$ cat src/rtl/envelope_bank.sv
`default_nettype none
// ============================================================================
// Module   : envelope_bank
// Brief    : Eight-voice ADSR envelope generator, one shared time-multiplexed
//            update datapath evaluating one voice per clock within a sweep.
// Revision : 1.0
// ============================================================================
module envelope_bank #(
  parameter int          TICK_DIV  = 16,
  parameter logic [31:0] LEVEL_MAX = 32'h0001_0000
) (
  input  logic        clk,
  input  logic        reset_n,
  input  logic [7:0]  gate,
  input  logic [31:0] attack_step,
  input  logic [31:0] decay_step,
  input  logic [31:0] sustain_level,
  input  logic [31:0] release_step,
  output logic [31:0] voice_volumes [7:0],
  output logic [7:0]  active
);

  localparam int             DIV_W      = $clog2(TICK_DIV);
  localparam logic [DIV_W-1:0] c_DIV_LAST = DIV_W'(TICK_DIV - 1);

  typedef enum logic [2:0] {
    ST_IDLE    = 3'd0,
    ST_ATTACK  = 3'd1,
    ST_DECAY   = 3'd2,
    ST_SUSTAIN = 3'd3,
    ST_RELEASE = 3'd4
  } state_t;

  logic [DIV_W-1:0] r_div;
  state_t           r_state [7:0];
  logic [31:0]      r_level [7:0];
  logic [7:0]       r_gate_q;
  logic [7:0]       r_rise_pending;
  logic [7:0]       r_active;

  logic             w_slot_valid;
  logic [2:0]       w_slot;
  logic [7:0]       w_slot_mask;
  logic [7:0]       w_pend;
  state_t           w_cur_state;
  logic [31:0]      w_cur_level;
  state_t           w_eff_state;
  state_t           w_nxt_state;
  logic [31:0]      w_nxt_level;
  logic [31:0]      w_sustain;
  logic [32:0]      w_att_sum;
  logic [32:0]      w_dec_floor;

  assign w_slot_valid = (32'(r_div) < 32'd8);
  assign w_slot       = r_div[2:0];
  assign w_slot_mask  = w_slot_valid ? (8'd1 << w_slot) : 8'd0;
  // A rise seen in the slot cycle itself is honoured, not lost to the clear.
  assign w_pend       = r_rise_pending | (gate & ~r_gate_q);

  assign w_cur_state  = r_state[w_slot];
  assign w_cur_level  = r_level[w_slot];
  assign w_sustain    = (sustain_level > LEVEL_MAX) ? LEVEL_MAX : sustain_level;
  assign w_att_sum    = {1'b0, w_cur_level} + {1'b0, attack_step};
  assign w_dec_floor  = {1'b0, w_sustain} + {1'b0, decay_step};

  always_comb begin
    w_eff_state = w_cur_state;
    if (w_pend[w_slot]) begin
      w_eff_state = ST_ATTACK;
    end else if (!gate[w_slot] &&
                 (w_cur_state == ST_ATTACK || w_cur_state == ST_DECAY ||
                  w_cur_state == ST_SUSTAIN)) begin
      w_eff_state = ST_RELEASE;
    end
  end

  // Subtractions are guarded by compares so the level never wraps below 0.
  always_comb begin
    w_nxt_state = w_eff_state;
    w_nxt_level = w_cur_level;
    case (w_eff_state)
      ST_ATTACK: begin
        if (attack_step == 32'd0 || w_att_sum >= {1'b0, LEVEL_MAX}) begin
          w_nxt_level = LEVEL_MAX;
          w_nxt_state = ST_DECAY;
        end else begin
          w_nxt_level = w_att_sum[31:0];
        end
      end
      ST_DECAY: begin
        if (decay_step == 32'd0 || {1'b0, w_cur_level} <= w_dec_floor) begin
          w_nxt_level = w_sustain;
          w_nxt_state = ST_SUSTAIN;
        end else begin
          w_nxt_level = w_cur_level - decay_step;
        end
      end
      ST_SUSTAIN: begin
        w_nxt_level = w_sustain;
      end
      ST_RELEASE: begin
        if (release_step == 32'd0 || w_cur_level <= release_step) begin
          w_nxt_level = 32'd0;
          w_nxt_state = ST_IDLE;
        end else begin
          w_nxt_level = w_cur_level - release_step;
        end
      end
      default: begin
        w_nxt_level = 32'd0;
        w_nxt_state = ST_IDLE;
      end
    endcase
  end

  always_ff @(posedge clk or negedge reset_n) begin
    if (!reset_n) begin
      r_div          <= '0;
      r_gate_q       <= 8'd0;
      r_rise_pending <= 8'd0;
      r_active       <= 8'd0;
      for (int v = 0; v < 8; v++) begin
        r_state[v] <= ST_IDLE;
        r_level[v] <= 32'd0;
      end
    end else begin
      r_div          <= (r_div == c_DIV_LAST) ? '0 : r_div + 1'b1;
      r_gate_q       <= gate;
      r_rise_pending <= w_pend & ~w_slot_mask;
      if (w_slot_valid) begin
        r_state[w_slot]  <= w_nxt_state;
        r_level[w_slot]  <= w_nxt_level;
        r_active[w_slot] <= (w_nxt_state != ST_IDLE);
      end
    end
  end

  generate
    for (genvar g = 0; g < 8; g++) begin : g_out
      assign voice_volumes[g] = r_level[g];
    end
  endgenerate

  assign active = r_active;

endmodule
`default_nettype wire

$ cat config.mk
export PLATFORM = sky130hd
export DESIGN_NAME = envelope_bank
export DESIGN_NICKNAME = d
export VERILOG_FILES = /design/src/rtl/envelope_bank.sv
export SDC_FILE = /design/constraint.sdc
export NUM_CORES = 1
export LEC_CHECK = 0
export CAP_MARGIN = 10
export CORE_MARGIN = 10
export CORE_UTILIZATION = 28
export CTS_CLUSTER_SIZE = 25
export DETAILED_ROUTE_END_ITERATION = 12
export GPL_TIMING_DRIVEN = 0
export PLACE_DENSITY = 0.52
export SETUP_SLACK_MARGIN = 0.1
export SLEW_MARGIN = 15
export SYNTH_ARGS = -nofsm -noshare
export SYNTH_HDL_FRONTEND = slang
export SYNTH_SLANG_ARGS = --single-unit
$ cat constraint.sdc
create_clock -name clk -period 16.4 [get_ports clk]
set_clock_uncertainty 0.05 [all_clocks]
set_input_delay 3.28 -clock clk [delete_from_list [all_inputs] [get_ports clk]]
set_output_delay 3.28 -clock clk [all_outputs]
set_load 0.005 [all_outputs]
==> run metrics, run 1 <==
status=finished, final reports clean; Leakage=between 10 and 15 nW; IO buf count=approximately 400; Most Crowded Layer GR=met2; fin crit share=a little under three quarters; setup TNS=0 ns; Sw Ratio=approximately 25%; first-pass GRT wire length=between 150,000 and 200,000 um; Ys Warns=0; Fmax achieved=between 80 and 90 MHz; Clk Latency, worst-skew pair=about 0.53 ns; Die Height=about 300 um; routed via count=roughly 23,000; DP HPWL=around 88,000 um; Setup Buffers After CTS=0; Net Sw Power=0.439 mW; CTS tree=done; Slew @ Worst Pin=approximately 1.3 ns; Initial DRC Count=~2,000; Post-Syn Instances=roughly 2,700; htree depth=2; Worst Setup Slack, final=about 4.6 ns; crit path capture type=flop; critical-path maximum fanout=10; Setup CP Type=input pin to flop; Yosys top cell area share=~34%; vias in the first global route=22,100; Detailed Route WL=109,000 um; Congestion Overflow GR=0; Worst-path clk slew=0.07 ns; asr flop ratio synth=100%; startpoint types=input pin; wire per inst=~26 um; vias per cell=between 5 and 6; cts bufs inserted=34; #FFs+latches synth=~310; Die Wd=about 300 um; final hold violations=0; Layout area overhead=30.0%; peak supply drop=49.6 uV; Layout Nets=~3,400; power share of the combinational group=11.1%; DR pass1 iterations=8; Slew Limit Fails=0; Post-synth EDFFs=0; Max-Cap Viols=0; pre-CTS WS=about 4.2 ns; gpl congestion=around 0.9; max incr delay on CP=just under 0.8 ns; ranking of synthesized cells by area=dfrtp_1 (34%), ha_1 (9.2%), mux2i_1 (5.5%); GRT Total Usage=~22%; share of layout cells above drive strength 1=about 4.6%; core area=79,300 um2; share of power burned in registers=43.5%; ys flop type=dfrtp_1; starting density of the core=28.3%; Avg Cell Area, Syn=approximately 8.4 um2; drt drc=0; placed cell area=around 28,000 um2; Critical Path AT=between 10 and 15 ns; initial antenna violation count=13; Slew HR=15.6%; Top Ports=402; root buf cell=clkbuf_16; Mapped Area=approximately 22,000 um2; Post-CTS Hold Buffers=0; total chip power=about 1.8 mW; Clock Path Buffers=3; die footprint=around 92,000 um2; CTS-repair resized insts=0; Clk pwr share=a little under half; Power Dens Cells=between 60 and 70 nW/um2; Yosys top cell by area=dfrtp_1; post-route cell area=29,200 um2; remaining antenna violation count after routing=0; Int Power=roughly 1.3 mW; required time of the critical path=between 15 and 20 ns; fin crit period=around 12 ns; fill cell count=between 8,000 and 9,000; GR met3 Demand/Resource=under 10%; Final setup violation count=0; M2 GR Usage=roughly two fifths; Clock Sinks=308; row cnt=slightly above 100; slowest CP cell=nor4b_1; RSZ-0062 raised after global routing=false; M1 GR Usage=28.8%; largest net degree at the start of global routing=88; register area share after synthesis=about a third; Synth cell types=86; Tightest Hold Check Type=flop to flop
synth_stat cells, drive strengths merged, types with 20 or more instances:
cell type,number
xnor2,48
nand3,32
dfrtp,308
mux2i,123
a21o,49
nand4,35
nor4,39
o21ai,249
o221ai,35
a211oi,31
inv,110
nand2,294
nor2,279
clkbuf,99
nor3,26
a31oi,167
xor2,47
and2,24
nand2b,27
o211ai,20
ha,166
a21oi,196
buf,44
sequential cells by signal (all words and copies together) (netlist names):
signal          cells
voice_volumes     256
r_state            24
active              8
r_gate_q            8
r_rise_pending      8
r_div               4
through the flow:
step	util [%]	hold slack, ns	instances
after floorplan	-	0.394	2688
after global placement	35.1	0.411	4139
after detailed placement	35.4	0.420	4149
after CTS	36.8	0.434	4206
after global routing	36.8	0.465	4209
final	36.8	0.432	4212
cell usage in the layout (no fill, tap or decap), types with 35 or more instances in the layout:
cell,n
ha_1,166
a21oi_1,195
nor2_1,279
a31oi_1,167
clkdlybuf4s50_1,400
nand2_1,294
inv_1,109
mux2i_1,123
dfrtp_1,308
clkbuf_16,35
clkbuf_1,103
a21o_1,48
o21ai_0,244
xor2_1,47
xnor2_1,48
nor4_1,38
routing by layer:
layer | wire [um] | part of all wire [%]
met1 | 45600 | 42
met2 | 52400 | 48
met3 | 7260 | 6.7
met4 | 3240 | 3.0
met5 | 81 | 0.075
power groups by stage:
stage	logic [mW]	clock network, mW	registers [mW]
2_1_floorplan	0.100	0	0.777
3_3_place_gp	0.190	0	0.778
3_5_place_dp	0.192	0	0.777
4_1_cts	0.193	0.803	0.763
5_1_grt	0.216	0.834	0.763
6_report	0.195	0.796	0.763
path summary, 6_finish.rpt:
path	from	end	slack, ns	cells past startpoint
worst min-delay path	r_state[14]	r_state[14]	0.43	2
min in group asynchronous	reset_n	voice_volumes[101]	2.73	1
worst max register to register	r_div[0]	voice_volumes[48]	7.57	21
worst max-delay path	sustain_level[11]	voice_volumes[125]	4.61	27
max in group asynchronous	reset_n	voice_volumes[239]	12.68	2
worst min register to register	r_state[14]	r_state[14]	0.43	2
area by class of cell:
class / count / area, um2 / area share, %
inverter: 110 / 413 / 1.41
tap: 1050 / 1310 / 4.50
timing repair buffer: 411 / 4160 / 14.2
buffer: 159 / 801 / 2.74
clock inverter: 6 / 87.6 / 0.300
antenna: 6 / 15.0 / 0.0514
multi-input combinational: 2111 / 13600 / 46.8
sequential: 308 / 7710 / 26.4
clock buffer: 51 / 1050 / 3.58
cells by family (layout without fill, tap and decap cells):
logic type      count (synthesis)  count (layout)  share of synthesized area, %
fa+ha+maj                     170             170                          9.61
xor+xnor                       95              95                          3.71
buf+inv                       269             737                          5.41
flops                         308             308                          34.3
mux                           129             129                          5.93
other cells                     1              21                        0.0167
compound gates                875             875                          24.2
simple gates                  827             827                          16.8
worst max-delay path, delay by kind of cell:
family	cells	cell delay [ns]
AO/OA/AOI/OAI	10	3.64
AND/OR/NAND/NOR	9	2.40
XOR/XNOR	1	0.13
adder cells (fa/ha/maj)	2	0.58
multiplexers	1	0.22
buffers and inverters	4	1.88
(Power assumes the default switching activity.)
==> run 2, diff against run 1 <==
==> constraint.sdc (replaced) <==
create_clock -name clk -period 12 [get_ports clk]
set_clock_uncertainty 0.05 [all_clocks]
set_input_delay 2.4 -clock clk [delete_from_list [all_inputs] [get_ports clk]]
set_output_delay 2.4 -clock clk [all_outputs]
set_load 0.005 [all_outputs]
==> results of run 2 <==
The final DEF is identical to that of run 1. Status: finished, final reports clean.
Among the figures that moved: setup slack after placement 4.23 ns -> 0.710 ns; setup slack after layout 4.61 ns -> 1.09 ns; register-to-register setup slack 7.57 ns -> 3.17 ns; total power 1.75 mW -> 2.40 mW; worst IR drop on VDD 49.6 uV -> 67.8 uV
==> run 3, diff against run 2 <==
--- a/config.mk
+++ b/config.mk
@@ -13,6 +13,7 @@
 export GPL_TIMING_DRIVEN = 0
 export PLACE_DENSITY = 0.52
 export SETUP_SLACK_MARGIN = 0.1
+export SKIP_LAST_GASP = 1
 export SLEW_MARGIN = 15
 export SYNTH_ARGS = -nofsm -noshare
 export SYNTH_HDL_FRONTEND = slang
==> results of run 3 <==
The final DEF is identical to that of run 1. Status: finished, final reports clean.
Among the figures that moved: setup slack after placement 4.23 ns -> 0.710 ns; setup slack after layout 4.61 ns -> 1.09 ns; register-to-register setup slack 7.57 ns -> 3.17 ns; total power 1.75 mW -> 2.40 mW; worst IR drop on VDD 49.6 uV -> 67.8 uV
